## config.mk

```make
export PLATFORM = sky130hd
export DESIGN_NAME = hamming_secded_dec_pipe
export DESIGN_NICKNAME = d
export VERILOG_FILES = /design/src/rtl/seu_hamming_pkg.sv /design/src/rtl/hamming_secded_enc.sv /design/src/rtl/hamming_secded_dec_pipe.sv
export SDC_FILE = /design/constraint.sdc
export NUM_CORES = 1
export LEC_CHECK = 0
export ABC_AREA = 1
export CAP_MARGIN = 25
export CORE_UTILIZATION = 55
export CTS_CLUSTER_SIZE = 20
export DETAILED_ROUTE_END_ITERATION = 12
export PLACE_DENSITY = 0.82
export SYNTH_ARGS = -nofsm -noshare
export SYNTH_HDL_FRONTEND = slang
export SYNTH_HIERARCHICAL = 1
export SYNTH_SLANG_ARGS = --single-unit
```

## constraint.sdc

```tcl
create_clock -name clk_i -period 4.01 [get_ports clk_i]
set_clock_uncertainty 0.2 [all_clocks]
set_input_delay 0.401 -clock clk_i [delete_from_list [all_inputs] [get_ports clk_i]]
set_output_delay 0.401 -clock clk_i [all_outputs]
set_load 0.02 [all_outputs]
```

## src/rtl/seu_hamming_pkg.sv

```systemverilog
// Shared types and elaboration-time helpers for the SEC-DED Hamming encoder/decoder.
package seu_hamming_pkg;

  typedef enum logic [1:0] {
    ERR_NONE = 2'd0,
    ERR_CE   = 2'd1,
    ERR_UE   = 2'd2
  } err_e;

  // Smallest r with 2**r >= dw + r + 1
  function automatic int unsigned num_checkb(input int unsigned dw);
    int unsigned res;
    res = 0;
    for (int unsigned r = 30; r > 0; r--) begin
      if ((32'd1 << r) >= dw + r + 32'd1) res = r;
    end
    return res;
  endfunction

  // Codeword width: data + Hamming check bits + overall parity bit
  function automatic int unsigned cw_width(input int unsigned dw);
    return dw + num_checkb(dw) + 32'd1;
  endfunction

  // Power-of-two positions carry check bits
  function automatic bit is_pow2(input int unsigned pos);
    return (pos != 0) && ((pos & (pos - 32'd1)) == 0);
  endfunction

  // Data bit index carried at a (non power-of-two, >=3) codeword position
  function automatic int unsigned data_idx(input int unsigned pos);
    int unsigned cnt;
    cnt = 0;
    for (int unsigned q = 3; q < pos; q++) begin
      if (!is_pow2(q)) cnt++;
    end
    return cnt;
  endfunction

  // Codeword position carrying data bit idx
  function automatic int unsigned data_pos(input int unsigned idx);
    int unsigned cnt;
    int unsigned res;
    cnt = 0;
    res = 0;
    for (int unsigned q = 3; q < 4096; q++) begin
      if (!is_pow2(q)) begin
        if (cnt == idx && res == 0) res = q;
        cnt++;
      end
    end
    return res;
  endfunction

endpackage

```

## src/rtl/hamming_secded_enc.sv

```systemverilog
// Combinational SEC-DED encoder: places data, regenerates check bits and overall parity.
module hamming_secded_enc
  import seu_hamming_pkg::*;
#(
  parameter int unsigned DATA_WIDTH = 26,
  localparam int unsigned N_CHECKB  = num_checkb(DATA_WIDTH),
  localparam int unsigned CW_WIDTH  = cw_width(DATA_WIDTH)
) (
  input  logic [DATA_WIDTH-1:0] data_i,
  output logic [CW_WIDTH-1:0]   enc_cw_c
);

  logic [CW_WIDTH-1:0] w_placed;
  logic [CW_WIDTH-1:0] w_body;
  logic [N_CHECKB-1:0] w_chk;

  // Scatter data bits onto non power-of-two positions
  for (genvar p = 0; p < CW_WIDTH; p++) begin : g_place
    if (p == 0 || is_pow2(p)) begin : g_hole
      assign w_placed[p] = 1'b0;
    end else begin : g_data
      assign w_placed[p] = data_i[data_idx(p)];
    end
  end

  // Check bit k covers every position with bit k set
  for (genvar k = 0; k < N_CHECKB; k++) begin : g_chk
    logic [CW_WIDTH-1:0] w_mask;
    for (genvar p = 0; p < CW_WIDTH; p++) begin : g_mask
      assign w_mask[p] = 1'((p >> k) & 1);
    end
    assign w_chk[k] = ^(w_placed & w_mask);
  end

  // Drop check bits into their power-of-two slots
  for (genvar p = 0; p < CW_WIDTH; p++) begin : g_body
    if (p == 0) begin : g_par
      assign w_body[p] = 1'b0;
    end else if (is_pow2(p)) begin : g_cb
      assign w_body[p] = w_chk[$clog2(p)];
    end else begin : g_db
      assign w_body[p] = w_placed[p];
    end
  end

  // Overall parity makes the full codeword even
  assign enc_cw_c = {w_body[CW_WIDTH-1:1], ^w_body};

endmodule

```

## src/rtl/hamming_secded_dec_pipe.sv

```systemverilog
// Pipelined SEC-DED decoder with scrub re-encode, saturating error counters and first-error log.
module hamming_secded_dec_pipe
  import seu_hamming_pkg::*;
#(
  parameter int unsigned DATA_WIDTH = 26,
  parameter int unsigned CNT_WIDTH  = 16,
  localparam int unsigned N_CHECKB  = num_checkb(DATA_WIDTH),
  localparam int unsigned CW_WIDTH  = cw_width(DATA_WIDTH)
) (
  input  logic                  clk_i,
  input  logic                  rst_i,
  input  logic                  in_valid_i,
  output logic                  in_ready_o,
  input  logic [CW_WIDTH-1:0]   in_cw_i,
  output logic                  out_valid_o,
  input  logic                  out_ready_i,
  output logic [DATA_WIDTH-1:0] out_data_o,
  output logic                  out_ce_o,
  output logic                  out_ue_o,
  output logic [N_CHECKB-1:0]   out_syndrome_o,
  output logic [CW_WIDTH-1:0]   scrub_cw_o,
  input  logic                  clr_i,
  output logic [CNT_WIDTH-1:0]  ce_cnt_o,
  output logic [CNT_WIDTH-1:0]  ue_cnt_o,
  output logic                  log_valid_o,
  output logic                  log_ue_o,
  output logic [N_CHECKB-1:0]   log_syndrome_o
);

  logic [N_CHECKB-1:0]   w_syn;
  logic                  w_par;
  err_e                  w_err;
  logic [DATA_WIDTH-1:0] w_data;
  logic [CW_WIDTH-1:0]   w_enc;
  logic [CW_WIDTH-1:0]   w_scrub;
  logic                  w_xfer;
  logic [CNT_WIDTH-1:0]  w_ce_base, w_ue_base, w_ce_nxt, w_ue_nxt;
  logic                  w_log_valid_nxt, w_log_ue_nxt;
  logic [N_CHECKB-1:0]   w_log_syn_nxt;

  logic                  r_out_valid;
  logic [DATA_WIDTH-1:0] r_out_data;
  logic                  r_out_ce, r_out_ue;
  logic [N_CHECKB-1:0]   r_out_syn;
  logic [CW_WIDTH-1:0]   r_scrub;
  logic [CNT_WIDTH-1:0]  r_ce_cnt, r_ue_cnt;
  logic                  r_log_valid, r_log_ue;
  logic [N_CHECKB-1:0]   r_log_syn;

  assign in_ready_o = !rst_i && (!r_out_valid || out_ready_i);
  assign w_xfer     = in_valid_i && in_ready_o;

  // Syndrome bit k: parity over every position with bit k set
  for (genvar k = 0; k < N_CHECKB; k++) begin : g_syn
    logic [CW_WIDTH-1:0] w_mask;
    for (genvar p = 0; p < CW_WIDTH; p++) begin : g_mask
      assign w_mask[p] = 1'((p >> k) & 1);
    end
    assign w_syn[k] = ^(in_cw_i & w_mask);
  end

  assign w_par = ^in_cw_i;

  // Classify: odd parity with in-range syndrome is a single error, anything else nonzero is UE
  always_comb begin
    w_err = ERR_NONE;
    if (w_syn != '0 || w_par) begin
      if (w_par && (32'(w_syn) < CW_WIDTH)) w_err = ERR_CE;
      else                                  w_err = ERR_UE;
    end
  end

  // Gather data bits, flipping the one the syndrome points at on a CE
  for (genvar i = 0; i < DATA_WIDTH; i++) begin : g_data
    localparam int unsigned POS = data_pos(i);
    assign w_data[i] = in_cw_i[POS] ^ ((w_err == ERR_CE) && (w_syn == N_CHECKB'(POS)));
  end

  hamming_secded_enc #(.DATA_WIDTH(DATA_WIDTH)) u_enc (
    .data_i   (w_data),
    .enc_cw_c (w_enc)
  );

  // A UE word is written back untouched rather than re-encoding garbage
  assign w_scrub = (w_err == ERR_UE) ? in_cw_i : w_enc;

  // Next counter values: clear first, then a same-cycle event counts with saturation
  always_comb begin
    w_ce_base = clr_i ? '0 : r_ce_cnt;
    w_ue_base = clr_i ? '0 : r_ue_cnt;
    w_ce_nxt  = w_ce_base;
    w_ue_nxt  = w_ue_base;
    if (w_xfer && w_err == ERR_CE && w_ce_base != '1) w_ce_nxt = w_ce_base + CNT_WIDTH'(1);
    if (w_xfer && w_err == ERR_UE && w_ue_base != '1) w_ue_nxt = w_ue_base + CNT_WIDTH'(1);
  end

  // Next log state: clear drops it, first error after reset/clear is captured
  always_comb begin
    w_log_valid_nxt = r_log_valid;
    w_log_ue_nxt    = r_log_ue;
    w_log_syn_nxt   = r_log_syn;
    if (clr_i) begin
      w_log_valid_nxt = 1'b0;
      w_log_ue_nxt    = 1'b0;
      w_log_syn_nxt   = '0;
    end
    if (w_xfer && w_err != ERR_NONE && (!r_log_valid || clr_i)) begin
      w_log_valid_nxt = 1'b1;
      w_log_ue_nxt    = (w_err == ERR_UE);
      w_log_syn_nxt   = w_syn;
    end
  end

  // Output stage: load on accept, hold while stalled
  always_ff @(posedge clk_i) begin
    if (rst_i) begin
      r_out_valid <= 1'b0;
      r_out_data  <= '0;
      r_out_ce    <= 1'b0;
      r_out_ue    <= 1'b0;
      r_out_syn   <= '0;
      r_scrub     <= '0;
    end else if (in_ready_o) begin
      r_out_valid <= in_valid_i;
      if (in_valid_i) begin
        r_out_data <= w_data;
        r_out_ce   <= (w_err == ERR_CE);
        r_out_ue   <= (w_err == ERR_UE);
        r_out_syn  <= w_syn;
        r_scrub    <= w_scrub;
      end
    end
  end

  // Counter and log state
  always_ff @(posedge clk_i) begin
    if (rst_i) begin
      r_ce_cnt    <= '0;
      r_ue_cnt    <= '0;
      r_log_valid <= 1'b0;
      r_log_ue    <= 1'b0;
      r_log_syn   <= '0;
    end else begin
      r_ce_cnt    <= w_ce_nxt;
      r_ue_cnt    <= w_ue_nxt;
      r_log_valid <= w_log_valid_nxt;
      r_log_ue    <= w_log_ue_nxt;
      r_log_syn   <= w_log_syn_nxt;
    end
  end

  assign out_valid_o    = r_out_valid;
  assign out_data_o     = r_out_data;
  assign out_ce_o       = r_out_ce;
  assign out_ue_o       = r_out_ue;
  assign out_syndrome_o = r_out_syn;
  assign scrub_cw_o     = r_scrub;
  assign ce_cnt_o       = r_ce_cnt;
  assign ue_cnt_o       = r_ue_cnt;
  assign log_valid_o    = r_log_valid;
  assign log_ue_o       = r_log_ue;
  assign log_syndrome_o = r_log_syn;

endmodule

```

==> results.py, run 1 <==
metrics = {
    "cts": {
        "htreeDepth": 3,
        "cts_hold_buf": 0,
        "path_clk_slew_ps": 70,
        "ctsRootBufferMaster": "clkbuf_16",
        "clockBufferDepth": 2,
        "insertion_delay_ps": 360,
        "cts_tree": "done",
        "cts_sinks": 105,
        "cts_buffers": 9,
    },
    "routing": {
        "postRouteAntennaNets": 0,
        "vias": 9469,
        "wl_per_cell_um": 13.7,
        "drt-vias-per-instance": 5.23,
        "drt-total-wl_mm": 24.8,
        "drt_iter0_drc": 807,
        "post-route-drc-count": 0,
        "dr.pass1.iters": 6,
    },
    "global_route": {
        "grt_antenna_before_repair": 0,
        "grt_util_all_layers_pct": 31.5,
        "overflow": 0,
        "grt_pass1_vias": 8378,
        "grt_max_degree": 69,
        "grt_pass1_wl_mm": 40.1,
    },
    "layout": {
        "utilization_pct": 74.4,
        "area_growth_pct": 31.5,
        "nFillCells": 1193,
        "drive_gt1_share_pct": 16.8,
        "finish.instance_area_um2": 10900,
        "antennaDiodeCount": 0,
        "nets": 1659,
    },
    "timing": {
        "slew_headroom_pct": 48.4,
        "worstMarginPinSlew_ps": 773,
        "period_needed_ps": 3880,
        "hold_viol_final": 0,
        "tns_ps": 0,
        "max_freq_ghz": 0.258,
        "drv_slew": 0,
        "period_share_pct": 96.8,
        "setup_violations": 0,
        "holdWs_ps": 264,
    },
    "synthesis": {
        "synth_area_leader_cell": "nand2_1",
        "synth_edf_count": 0,
        "ys_seq_elements": 105,
        "synth_warnings": 6,
        "ys_async_sr_fraction_pct": 0,
        "syn-cell-area_um2": 8260,
        "ys.flop_type": "dfxtp_1",
        "synth_nets": 1451,
        "synth.most_common_cell": "nand2_1",
        "synth_top_area_share_pct": 26.5,
        "synth_cells": 1412,
        "ys_types": 36,
        "synthTopCellsByArea": "nand2_1, dfxtp_1, nand3_1, inv_1, xor2_1",
        "syn_avg_cell_area_um2": 5.85,
        "yosysSeqAreaShare_pct": 25.5,
        "synth_commonest_cells": "nand2_1, inv_1, nand3_1",
    },
    "power_and_ir_drop": {
        "power.leakage_nw": 5.36,
        "irDropWorstVdd_uv": 284,
        "power_mw": 3.22,
        "power.density_nw_per_um2": 296,
    },
    "setup_path": {
        "critPathMostFrequentCell": "nand2_1",
        "path_delay_family": "simple AND/OR/NAND/NOR gates",
        "max_stage_delay_ps": 570,
        "crit_slowest_cell": "clkdlybuf4s50_1",
        "cp_data_required_time_ps": 4090,
        "start_kind": "input pin",
        "cp-end-kind": "flop",
        "crit_buf_inv": 6,
        "crit_fanout": 5,
        "critPathKind": "input pin to flop",
        "worst_ep_arrival_time_ps": 3960,
    },
    "floorplanning": {
        "die_h_um": 125,
        "dieArea_um2": 15500,
        "initial_core_util_pct": 56.6,
        "core_area_um2": 14600,
        "io_pins": 143,
        "die_w_um": 125,
        "row_count": 44,
    },
    "placed_design": {
        "gp_congestion": 0.939,
        "place_hpwl_mm": 18.6,
        "portBuffers": 142,
        "place_area_um2": 10400,
    },
    "run": {
        "maxCapViolCount": 0,
    },
    "hold_path": {
        "hold_path_class": "flop to flop",
    },
    "outcome": {
        "status": "completed",
    },
}
-- per-stage QoR --
step	setup WS (ps)	instances
after CTS	146	1805
after global routing	-96.3	1809
after detailed placement	-200	1789
after floorplan	605	1412
after global placement	-142	1789
final	129	1809
-- cells by family after synthesis --
logic type               after synthesis  share of synthesized area, %
AND/OR/NAND/NOR                      899                          47.1
buffers and inverters                247                          13.3
flip-flops                           105                          25.5
AO/OA/AOI/OAI                         81                          5.42
XOR/XNOR                              78                          8.45
adder cells (fa/ha/maj)                2                         0.303
-- area by class of cell --
| cell class | instances | area [um2] | share of cell area, % |
|---|---|---|---|
| Sequential cell | 105 | 2100 | 19.4 |
| Timing Repair Buffer | 268 | 2430 | 22.4 |
| Inverter | 176 | 663 | 6.11 |
| Clock buffer | 12 | 246 | 2.27 |
| Multi-Input combinational cell | 1060 | 5160 | 47.5 |
| Clock inverter | 4 | 28.8 | 0.265 |
| Tap cell | 184 | 230 | 2.12 |
-- layer usage --
layer | part of all wire (%) | global-route usage, % | routed length (um) | vias up
li1 | - | - | - | 4730
met1 | 45 | 42.8 | 11100 | 4284
met2 | 45 | 50.2 | 11200 | 406
met3 | 7.3 | 4.81 | 1820 | 49
met4 | 2.4 | 11.9 | 594 | 0
met5 | 0 | 0 | 0 | -
-- power breakdown --
| group | total [mW] | switching [mW] | internal [mW] |
|---|---|---|---|
| logic | 1.24 | 0.751 | 0.489 |
| clock network | 0.852 | 0.412 | 0.439 |
| registers | 1.13 | 0.0293 | 1.10 |
| total | 3.22 | 1.19 | 2.03 |
-- tightest hold or removal path, stage by stage, from the launching register on --
cell     delay, ps
dfxtp_1        310
nand2_1         60
a21oi_1         50
-- cell usage in the layout, fill, tap and decap left out, types with 2 or more instances in the layout --
master,n
clkinvlp_4,2
nand3_1,135
nand2_1,578
dfxtp_1,105
nor2_1,68
nor2_8,2
xnor2_1,15
xor2_1,54
clkinv_2,3
a21oi_1,59
nor2_4,4
nor3_1,16
nand2_2,49
inv_2,37
clkdlybuf4s50_1,124
o21ai_0,10
nand2_4,8
buf_4,124
xor2_2,5
ha_1,2
xnor2_2,4
nor2_2,9
nand4_1,23
dlymetal6s2s_1,17
a21oi_2,8
clkbuf_1,2
buf_12,2
nor4_1,3
o21ai_1,2
clkbuf_16,9
inv_1,136
-- path summary, 6_finish.rpt --
kind	slack (ps)	startpoint	depth (start not counted)	end
min reg2reg	260	scrub_cw_o[11]	2	scrub_cw_o[11]
max reg2reg	1340	ue_cnt_o[0]	13	ue_cnt_o[0]
max	130	in_cw_i[14]	27	scrub_cw_o[4]
min	260	scrub_cw_o[11]	2	scrub_cw_o[11]
-- sequential cells by signal, summed over array words and instances, names as in the netlist --
| register | count |
|---|---|
| out_syndrome_o | 5 |
| log_valid_o | 1 |
| ce_cnt_o | 16 |
| out_ue_o | 1 |
| out_valid_o | 1 |
| log_syndrome_o | 5 |
| ue_cnt_o | 16 |
| scrub_cw_o | 32 |
| out_ce_o | 1 |
| log_ue_o | 1 |
| out_data_o | 26 |
-- repair_timing --
action,CTS,global route
gates resized for setup,0,45
endpoints found under the setup margin,0,6
hold endpoints to repair,0,0
buffers inserted,0,4
Power figures use the tool's default switching activity.
==> run 2: changes to the inputs <==
--- a/config.mk
+++ b/config.mk
@@ -11,6 +11,7 @@
 export CTS_CLUSTER_SIZE = 20
 export DETAILED_ROUTE_END_ITERATION = 12
 export PLACE_DENSITY = 0.82
+export SKIP_LAST_GASP = 1
 export SYNTH_ARGS = -nofsm -noshare
 export SYNTH_HDL_FRONTEND = slang
 export SYNTH_HIERARCHICAL = 1
==> run 2 against run 1 <==
Via count shrank 0.80%. Flip-flop and latch count unchanged. Hold slack lost 0.61 ps. Critical path type unchanged.
==> results.py, run 2 (synthesized netlist as in run 1, its figures left out) <==
metrics = {
    "timing": {
        "max_freq_ghz": 0.257,
        "period_share_pct": 97.1,
        "period_needed_ps": 3900,
        "hold_viol_final": 0,
        "slew_headroom_pct": 48.4,
        "worstMarginPinSlew_ps": 774,
        "drv_slew": 0,
        "rsz0062_at_grt": "yes",
        "setup_violations": 0,
    },
    "power_and_ir_drop": {
        "power.density_nw_per_um2": 296,
        "irDropWorstVdd_uv": 283,
        "power.leakage_nw": 5.35,
    },
    "global_route": {
        "grt_util_all_layers_pct": 31.5,
        "grt_pass1_wl_mm": 40.1,
        "met3_usage_pct": 4.81,
        "grt_max_degree": 69,
        "grt_pass1_vias": 8378,
        "grtUsageMet1_pct": 42.8,
        "grt_antenna_before_repair": 0,
        "overflow": 0,
        "gr-usage-met2_pct": 50.2,
        "grt.busiest_layer": "met2",
    },
    "hold_path": {
        "whs_endpoint": "scrub_cw_o[11]",
        "whs_path_depth": 2,
        "hold_path_class": "flop to flop",
        "hold_start": "scrub_cw_o[11]",
    },
    "cts": {
        "clockBufferDepth": 2,
        "ctsRootBufferMaster": "clkbuf_16",
        "cts_hold_buf": 0,
        "insertion_delay_ps": 360,
        "htreeDepth": 3,
        "path_clk_slew_ps": 70,
        "cts_tree": "done",
        "cts_buffers": 9,
        "cts_sinks": 105,
    },
    "placed_design": {
        "place_hpwl_mm": 18.6,
        "gp_congestion": 0.939,
        "place_area_um2": 10400,
        "portBuffers": 142,
    },
    "floorplanning": {
        "die_h_um": 125,
        "initial_core_util_pct": 56.6,
        "row_count": 44,
        "die_w_um": 125,
        "dieArea_um2": 15500,
        "io_pins": 143,
        "core_area_um2": 14600,
    },
    "layout": {
        "antennaDiodeCount": 0,
        "area_growth_pct": 31.5,
        "utilization_pct": 74.4,
        "layout_common_cells": "nand2_1, inv_1, nand3_1",
        "nets": 1659,
        "final_common_cell": "nand2_1",
        "largest_reg_flops": 32,
        "drive_gt1_share_pct": 16.7,
        "finish.instance_area_um2": 10900,
    },
    "routing": {
        "post-route-drc-count": 0,
        "drt-total-wl_mm": 24.8,
        "postRouteAntennaNets": 0,
        "drt-vias-per-instance": 5.19,
        "vias": 9393,
        "drt_iter0_drc": 851,
        "wl_per_cell_um": 13.7,
        "dr.pass1.iters": 6,
    },
    "run": {
        "maxCapViolCount": 0,
    },
    "setup_path": {
        "cp-end-kind": "flop",
        "start_kind": "input pin",
        "r2r_cells": 13,
        "worst_ep_arrival_time_ps": 3980,
        "critPathKind": "input pin to flop",
        "r2r-start": "ue_cnt_o[0]",
        "crit_fanout": 5,
        "cp_data_required_time_ps": 4090,
        "r2r_slack_ps": 1360,
        "r2r-end": "ue_cnt_o[0]",
    },
    "outcome": {
        "status": "completed",
    },
}
[run 2: worst max-delay path by stage]
| stage | startpoint | cells past startpoint | slack [ps] | to |
|---|---|---|---|---|
| CTS | in_cw_i[3] | 26 | 150 | scrub_cw_o[1] |
| global route | in_cw_i[22] | 36 | -100 | scrub_cw_o[0] |
| global placement | in_cw_i[17] | 28 | -140 | scrub_cw_o[4] |
| floorplan | in_cw_i[23] | 32 | 610 | scrub_cw_o[0] |
| finish | in_cw_i[9] | 28 | 110 | scrub_cw_o[4] |
| detailed placement | in_cw_i[3] | 26 | -200 | scrub_cw_o[1] |
[run 2: through the flow]
step | cells | setup slack [ps] | hold slack [ps] | power (mW) | TNS, ps
final | 1809 | 115 | 263 | 3.22 | 0
after global routing | 1809 | -96.3 | 288 | 3.39 | -205
after CTS | 1805 | 146 | 266 | 3.20 | 0
after detailed placement | 1789 | -200 | 256 | 2.34 | -714
after global placement | 1789 | -142 | 253 | 2.32 | -315
after floorplan | 1412 | 605 | 345 | 1.90 | 0
[run 2: worst max-delay path, cell delays in order]
cell             delay (ps)
clkdlybuf4s50_1         530
inv_2                   120
nand2_1                  50
nand2_1                  90
nand2_1                  60
nand2_1                  90
nand2_1                  60
nand2_1                 120
nand2_1                 100
nand2_4                 110
inv_2                    40
nor2_1                  120
inv_1                   120
nor2_2                  160
nand2_1                 130
xor2_2                  270
inv_1                    90
nand2_1                  70
nand2_1                  60
nand2_1                 100
nand2_2                  60
buf_4                   140
xor2_1                  180
xnor2_1                 290
inv_1                    90
nand2_1                  90
nand3_1                  90
a21oi_1                 140
[run 2: layout make-up]
class	count	area, um2
multi-input cells	1060	5160
clock buffers	12	246
fillers	1194	3730
clock inverters	4	28.8
inverters	176	663
flip-flops and latches	105	2100
repair buffers	268	2430
well taps	184	230
[run 2: repair_timing]
item,CTS,global route
endpoints found under the hold margin,0,0
resized for setup,0,43
setup endpoints to repair,0,6
setup buffers,0,4
[run 2: power by group]
group | internal, mW | switching [mW]
combinational | 0.489 | 0.751
sequential | 1.10 | 0.0292
clock | 0.439 | 0.412
total | 2.03 | 1.19
[run 2: routing by layer]
layer,vias to the layer above,part of all wire [%]
li1,4732,-
met1,4260,46
met2,359,45
met3,42,6.5
met4,0,2.5
met5,-,0
